$ cat src/rtl/multicycle_ctrl_pkg.sv
// Shared types for the multicycle MIPS main control: state encoding, opcodes
// and the datapath control bundle.
package multicycle_ctrl_pkg;

   typedef enum logic [3:0] {
      StFetch  = 4'd0,
      StDecode = 4'd1,
      StMemAdr = 4'd2,
      StMemRd  = 4'd3,
      StMemWb  = 4'd4,
      StMemWr  = 4'd5,
      StRtExe  = 4'd6,
      StRtWb   = 4'd7,
      StBranch = 4'd8,
      StJump   = 4'd9,
      StAddiEx = 4'd10,
      StAddiWb = 4'd11
   } ctrl_state_e;

   localparam logic [5:0] OpRtype = 6'b000000;
   localparam logic [5:0] OpLw    = 6'b100011;
   localparam logic [5:0] OpSw    = 6'b101011;
   localparam logic [5:0] OpBeq   = 6'b000100;
   localparam logic [5:0] OpJ     = 6'b000010;
   localparam logic [5:0] OpAddi  = 6'b001000;

   typedef struct packed {
      logic       pcwrite;
      logic       pcwritecond;
      logic       iord;
      logic       memread;
      logic       memwrite;
      logic       irwrite;
      logic       memtoreg;
      logic       regdst;
      logic       regwrite;
      logic       alusrca;
      logic [1:0] alusrcb;
      logic       aluop1;
      logic       aluop0;
      logic [1:0] pcsource;
      logic       instr_done;
   } ctrl_out_t;

   function automatic logic is_legal_op(logic [5:0] op);
      return (op == OpRtype) || (op == OpLw) || (op == OpSw) ||
             (op == OpBeq) || (op == OpJ) || (op == OpAddi);
   endfunction

endpackage

$ cat src/rtl/multicycle_ctrl_outdec.sv
// Combinational decode of the current control state (and memory handshake)
// into the datapath control bundle.
module multicycle_ctrl_outdec
   import multicycle_ctrl_pkg::*;
(
   input  ctrl_state_e state,
   input  logic        mem_ready,
   output ctrl_out_t   ctrl
);

   always_comb begin
      ctrl = '0;
      case (state)
         StFetch: begin
            ctrl.memread = 1'b1;
            ctrl.alusrcb = 2'b01;
            // PC+4 and IR load commit only when the fetch actually completes
            ctrl.irwrite = mem_ready;
            ctrl.pcwrite = mem_ready;
         end
         StDecode: ctrl.alusrcb = 2'b11;
         StMemAdr: begin
            ctrl.alusrca = 1'b1;
            ctrl.alusrcb = 2'b10;
         end
         StMemRd: begin
            ctrl.memread = 1'b1;
            ctrl.iord    = 1'b1;
         end
         StMemWb: begin
            ctrl.regwrite   = 1'b1;
            ctrl.memtoreg   = 1'b1;
            ctrl.instr_done = 1'b1;
         end
         StMemWr: begin
            ctrl.memwrite   = 1'b1;
            ctrl.iord       = 1'b1;
            ctrl.instr_done = mem_ready;
         end
         StRtExe: begin
            ctrl.alusrca = 1'b1;
            ctrl.aluop1  = 1'b1;
         end
         StRtWb: begin
            ctrl.regwrite   = 1'b1;
            ctrl.regdst     = 1'b1;
            ctrl.instr_done = 1'b1;
         end
         StBranch: begin
            ctrl.alusrca     = 1'b1;
            ctrl.aluop0      = 1'b1;
            ctrl.pcwritecond = 1'b1;
            ctrl.pcsource    = 2'b01;
            ctrl.instr_done  = 1'b1;
         end
         StJump: begin
            ctrl.pcwrite    = 1'b1;
            ctrl.pcsource   = 2'b10;
            ctrl.instr_done = 1'b1;
         end
         StAddiEx: begin
            ctrl.alusrca = 1'b1;
            ctrl.alusrcb = 2'b10;
         end
         StAddiWb: begin
            ctrl.regwrite   = 1'b1;
            ctrl.instr_done = 1'b1;
         end
         default: ctrl = '0;
      endcase
   end

endmodule

$ cat src/rtl/multicycle_ctrl.sv
// Multicycle MIPS main control FSM: state register, next-state logic and
// reset gating of the write/request strobes.
module multicycle_ctrl
   import multicycle_ctrl_pkg::*;
(
   input  logic       clk,
   input  logic       rst_n,
   input  logic [5:0] op,
   input  logic       mem_ready,
   output logic       pcwrite,
   output logic       pcwritecond,
   output logic       iord,
   output logic       memread,
   output logic       memwrite,
   output logic       irwrite,
   output logic       memtoreg,
   output logic       regdst,
   output logic       regwrite,
   output logic       alusrca,
   output logic [1:0] alusrcb,
   output logic       aluop1,
   output logic       aluop0,
   output logic [1:0] pcsource,
   output logic       instr_done,
   output logic       illegal_op,
   output logic [3:0] state
);

   ctrl_state_e state_q, state_d;
   ctrl_out_t   ctrl;

   always_ff @(posedge clk or negedge rst_n) begin
      if (!rst_n) state_q <= StFetch;
      else        state_q <= state_d;
   end

   always_comb begin
      state_d = StFetch;
      case (state_q)
         StFetch:  state_d = mem_ready ? StDecode : StFetch;
         StDecode: begin
            case (op)
               OpLw, OpSw: state_d = StMemAdr;
               OpRtype:    state_d = StRtExe;
               OpBeq:      state_d = StBranch;
               OpJ:        state_d = StJump;
               OpAddi:     state_d = StAddiEx;
               default:    state_d = StFetch;
            endcase
         end
         StMemAdr: state_d = (op == OpLw) ? StMemRd : StMemWr;
         StMemRd:  state_d = mem_ready ? StMemWb : StMemRd;
         StMemWr:  state_d = mem_ready ? StFetch : StMemWr;
         StRtExe:  state_d = StRtWb;
         StAddiEx: state_d = StAddiWb;
         default:  state_d = StFetch;
      endcase
   end

   multicycle_ctrl_outdec u_outdec (
      .state     (state_q),
      .mem_ready (mem_ready),
      .ctrl      (ctrl)
   );

   // Reset asynchronously forces FETCH, whose decode would otherwise raise
   // memread; the strobes are masked so nothing fires while rst_n is low.
   assign pcwrite     = ctrl.pcwrite & rst_n;
   assign pcwritecond = ctrl.pcwritecond & rst_n;
   assign irwrite     = ctrl.irwrite & rst_n;
   assign memread     = ctrl.memread & rst_n;
   assign memwrite    = ctrl.memwrite & rst_n;
   assign regwrite    = ctrl.regwrite & rst_n;
   assign instr_done  = ctrl.instr_done & rst_n;
   assign illegal_op  = rst_n & (state_q == StDecode) & ~is_legal_op(op);

   assign iord     = ctrl.iord;
   assign memtoreg = ctrl.memtoreg;
   assign regdst   = ctrl.regdst;
   assign alusrca  = ctrl.alusrca;
   assign alusrcb  = ctrl.alusrcb;
   assign aluop1   = ctrl.aluop1;
   assign aluop0   = ctrl.aluop0;
   assign pcsource = ctrl.pcsource;
   assign state    = state_q;

endmodule

$ cat config.mk
export PLATFORM = sky130hd
export DESIGN_NAME = multicycle_ctrl
export DESIGN_NICKNAME = d
export VERILOG_FILES = /design/src/rtl/multicycle_ctrl_pkg.sv /design/src/rtl/multicycle_ctrl_outdec.sv /design/src/rtl/multicycle_ctrl.sv
export SDC_FILE = /design/constraint.sdc
export NUM_CORES = 1
export LEC_CHECK = 0
export BUFFER_PORTS_ARGS = -buffer_cell sky130_fd_sc_hd__buf_2
export CAP_MARGIN = 20
export CORE_MARGIN = 10
export CORE_UTILIZATION = 35
export CTS_CLUSTER_DIAMETER = 80
export DETAILED_ROUTE_END_ITERATION = 6
export SYNTH_ARGS = -nofsm -noshare
export SYNTH_HDL_FRONTEND = slang
export SYNTH_SLANG_ARGS = --single-unit
export TNS_END_PERCENT = 20
$ cat constraint.sdc
create_clock -name clk -period 2.9 [get_ports clk]
set_input_delay 0.58 -clock clk [delete_from_list [all_inputs] [get_ports clk]]
set_output_delay 0.58 -clock clk [all_outputs]
set_load 0.1 [all_outputs]
== Word level (Yosys, flattened, before mapping) ==
Cells that the tools add are included.
Widths: inputs -> output; s select.

* Register bits: 4
* Memories kept: 0
* Input bits: 9
* Word-level logic and storage cells: 61
* Bits in latches: 0
* Bits in read-only memories: 0
* Bits in writable memories: 0

* Multipliers: 0
* Shifts and indexed selects: 0
* Bitwise logic cells: 10
* Divide/modulo/power cells: 0
* Equal/unequal tests: 16
* Magnitude comparators: 0
* Mux-type cells: 20
* Add/sub/neg operators: 0
* Reduce and logical (&&, ||, !) cells: 14

{| class="wikitable"
|+ Operator list
! cell !! number
|-
| $pmux 4 s7 || 1
|-
| $pmux 4 s5 || 1
|-
| $eq 4x3->1 const B || 4
|-
| $eq 4x4->1 const B || 4
|-
| $eq 6x6->1 const B || 2
|-
| $mux 1 || 11
|-
| $and 1x1->1 || 9
|-
| $mux 3 || 3
|-
| $eq 4x2->1 const B || 2
|-
| $reduce_or 2->1 || 4
|-
| $eq 6x2->1 const B || 1
|-
| $eq 6x3->1 const B || 1
|-
| $eq 6x4->1 const B || 1
|-
| $logic_not 6->1 || 1
|-
| $pmux 2 s3 || 1
|-
| $logic_or 1x1->1 || 5
|-
| $reduce_or 5->1 || 1
|-
| $eq 4x1->1 const B || 1
|-
| $logic_not 4->1 || 1
|-
| $pmux 1 s2 || 2
|-
| $pmux 2 s2 || 1
|-
| $reduce_or 4->1 || 1
|-
| $reduce_or 3->1 || 1
|-
| $not 1->1 || 1
|}

== Depth between registers and ports, before layout ==
* Depth after elaboration: 8
* Gate-level depth with buffers: 5
* Gate-level depth less buffers: 3

== Hierarchy ==
A second synthesis with hierarchy kept.

* Cells, all modules: 89
* Area, all modules: 648.1 µm²

{| class="wikitable"
|+ By module, submodules not included
! module !! area an instance (µm²) !! times used !! cells each
|-
| multicycle_ctrl || 427.9 || 1 || 53
|-
| multicycle_ctrl_outdec || 220.2 || 1 || 36
|}

== Worst setup path before layout ==
No wires, ideal clock.

* Kind: flip-flop to output port
* From: register state_q[2] (netlist: state[2])
* To: output port regwrite
* Slack: -2.028 ns
* Arrival: 4.348 ns
* Path buffers: 1
* Cell stages (with the launch flop): 5
* Required time: 2.320 ns
* Cell sequence: dfrtp_1 > buf_6 > nand2b_1 > nor3_1 > o21a_1

* Word-level cells in the longest chain between the ends: 4
* Elaborated cells on any way between the ends: 6

{| class="wikitable"
|+ RTL lines
! what !! RTL line !! source
|-
| from (decl) || multicycle_ctrl.sv:29 || <nowiki>ctrl_state_e state_q, state_d;</nowiki>
|-
| from (signal assigned) || multicycle_ctrl.sv:33 || <nowiki>if (!rst_n) state_q <= StFetch;</nowiki>
|-
| from (signal assigned) || multicycle_ctrl.sv:34 || <nowiki>else state_q <= state_d;</nowiki>
|-
| $eq 4x3->1 / $eq 4x4->1 (equally long branches) || multicycle_ctrl_outdec.sv:13 || <nowiki>case (state)</nowiki>
|-
| $reduce_or 3->1 (no source line) * || n/a ||
|-
| $mux 1 * || multicycle_ctrl_outdec.sv:13 ||
|-
| $and 1x1->1 * || multicycle_ctrl.sv:73 || <nowiki>assign regwrite = ctrl.regwrite & rst_n;</nowiki>
|-
| to (decl) || multicycle_ctrl.sv:18 || <nowiki>output logic regwrite,</nowiki>
|}

Every way passes the cells marked *; elsewhere a longest branch is shown, timed or not.

== Final worst setup path ==
Same ends and word-level chain as after synthesis.

==> run summary <==
Gpl congestion: 0.758
Nature of the critical path endpoint: output port
Most frequent cells in the layout: buf_2, nand2b_1, nor3_1, nand2_1
CTS buffer count: 3
DR iter-0 viols: 12
Post-DR vias/cell: 5.68
FMAX: 387 MHz
Worst Hold Class: in2async
Syn Std Cell Area: 602 sq um
Core Region: 0.00156 sq mm
Yosys cell types: 33
Maximum buffer depth of the clock tree: 2
Placement Cell Area: 881 sq um
Yosys reg bits: 4
Gates resized, CTS repair: 0
Fill count: 148
Initial Util: 0.386
Total grt overflow: 0
Power Density: 444 mW/mm^2
I/O pins: 31
Detail Placement HPWL: 1520 microns
Multi-input gate area: 548 sq um
Initial antenna violation count: 0
Status: finished, final reports clean
Largest net degree at the start of global routing: 23
Largest register FFs: 4
Vias in the first global route: 656
CTS tree: built
Rows: 14
RR Startpoint: state[0]
Final WL: 2030 microns
Reg2reg setup slack: 1.30 ns
Register area: 110 sq um
Nets: 120
Crit start category: flip-flop
Leading cell type in the layout, fill and taps excluded: buf_2
Crit path max fanout: 22
Final Max Tran Viols: 0
Postcts setup bufs: 0
Slew margin rel.: 0.674
Crit path arrival time: 2.00 ns
Peak supply drop: 0.000244 V
Later-pin clock latency in the skew report: 0.24 ns
WS Path Type: reg2out
H-tree depth: 1
Sequential cell area fraction in the yosys report: 0.166
Clock root cell: clkbuf_4
Layout cell share with drive strength beyond 1: 0.514
Worst Setup SP: state[2]
ANT nets after route: 0
# setup viols final: 0
Worst-path clk slew: 0.04 ns
Synth Area per Inst: 7.25 sq um
Die area: 0.00378 sq mm
Area contributors post-synth: dfrtp_1, nor3_1, nand2b_1
Worst EP required: 2.32 ns
IO Port Bufs: 30
Number of antenna diodes: 0
Clock skew: 0.00571 ns
Die W: 61.5 microns
RSZ-0062 raised after global routing: no
Drt pass-1 iters: 4
GRT Util Overall: 0.107
Synthesized instance count: 83
Final min period: 2.58 ns
CTS sink cnt: 4
Die Ht: 61.5 microns
Final Hold Viols: 0
Via count: 710
Critical path's slowest cell: dfrtp_2
Post-Syn Nets: 92
Final design utilization: 0.579
Ys Warns: 0
First-pass GRT wire length: 3160 microns
Max-cap viol count: 0
Area share of the largest cell type after synthesis: 0.166
Final period util: 0.891
Crit-path max cell delay: 0.55 ns
DRC Markers: 0
Cts hold-fix bufs: 0
Synth Flop Type: dfrtp_1
EDFF count, synth: 0
Leakage power: 0.384 nW
Area growth from synthesis to layout: 50.1%
Worst-Margin Slew: 0.492 ns
Post-layout instance area: 903 sq um
Worst-path cell chain: nand2b_1 -> a21oi_1 -> o21a_4 -> buf_2
Async SR Flop Fraction: 1.00
Post-synth top area cell: dfrtp_1
DR WL/cell: 16.3 microns
-- final timing paths --
path | depth (start not counted) | end
max | 4 | regwrite
min | 1 | state[0]
max reg2reg | 3 | state[1]
min reg2reg | 1 | state[0]
max in group asynchronous | 1 | state[3]
min in group clk | 1 | state[0]
-- cell type report --
type,instances,share of cell area
Clock buffer,3,0.0249
Inverter,4,0.0166
Multi-Input combinational cell,67,0.607
Sequential cell,4,0.122
Tap cell,16,0.0222
Timing Repair Buffer,31,0.208
-- logic make-up after synthesis --
logic type,after synthesis,share of synthesized area
xor+xnor,3,0.0437
flops,4,0.166
compound gates,16,0.177
buf+inv,12,0.110
mux,1,0.0166
simple gates,47,0.487
-- metrics by stage --
step | std cells | hold slack (ns) | worst slack, ns | total power, mW | setup TNS, ns
2_1_floorplan | 83 | 0.284 | -0.115 | 0.288 | -0.157
3_3_place_gp | 122 | 0.419 | 0.418 | 0.330 | 0
3_5_place_dp | 122 | 0.422 | 0.393 | 0.332 | 0
4_1_cts | 125 | 0.163 | 0.313 | 0.405 | 0
5_1_grt | 125 | 0.166 | 0.259 | 0.421 | 0
6_report | 125 | 0.166 | 0.317 | 0.401 | 0
-- per-layer routing --
metal	GRT usage	vias up	routed length, microns
met3	0.0494	0	217
met2	0.158	24	908
met1	0.137	322	908
met5	0	-	0
met4	0.0287	0	0
li1	-	364	-
-- synthesized netlist by cell type, types with 2 or more instances --
master and count:
nand2_1 5, o211ai_1 3, nand3_1 3, o21ai_0 3, dfrtp_1 4, a21oi_1 4, nor2_1 5, and3_1 3
nor4_1 2, nor4b_2 2, buf_6 2, xor2_1 3, buf_2 5, nor3b_1 2, nand2b_1 5, inv_1 4
nor3_1 10, or3_1 2, o221ai_1 2
-- power breakdown --
group | switching [mW] | total, mW | internal, mW
Sequential | 0.0275 | 0.0893 | 0.0617
Clock | 0.0248 | 0.0713 | 0.0464
Combinational | 0.182 | 0.240 | 0.0588
Total | 0.234 | 0.401 | 0.167
-- worst max-delay path: cells and delay by family, from the launching register on --
kind / cells / cell delay, ns
flip-flops: 1 / 0.55
buffers and inverters: 1 / 0.41
AO/OA/AOI/OAI: 2 / 0.38
AND/OR/NAND/NOR: 1 / 0.42
Power figures use the tool's default switching activity.
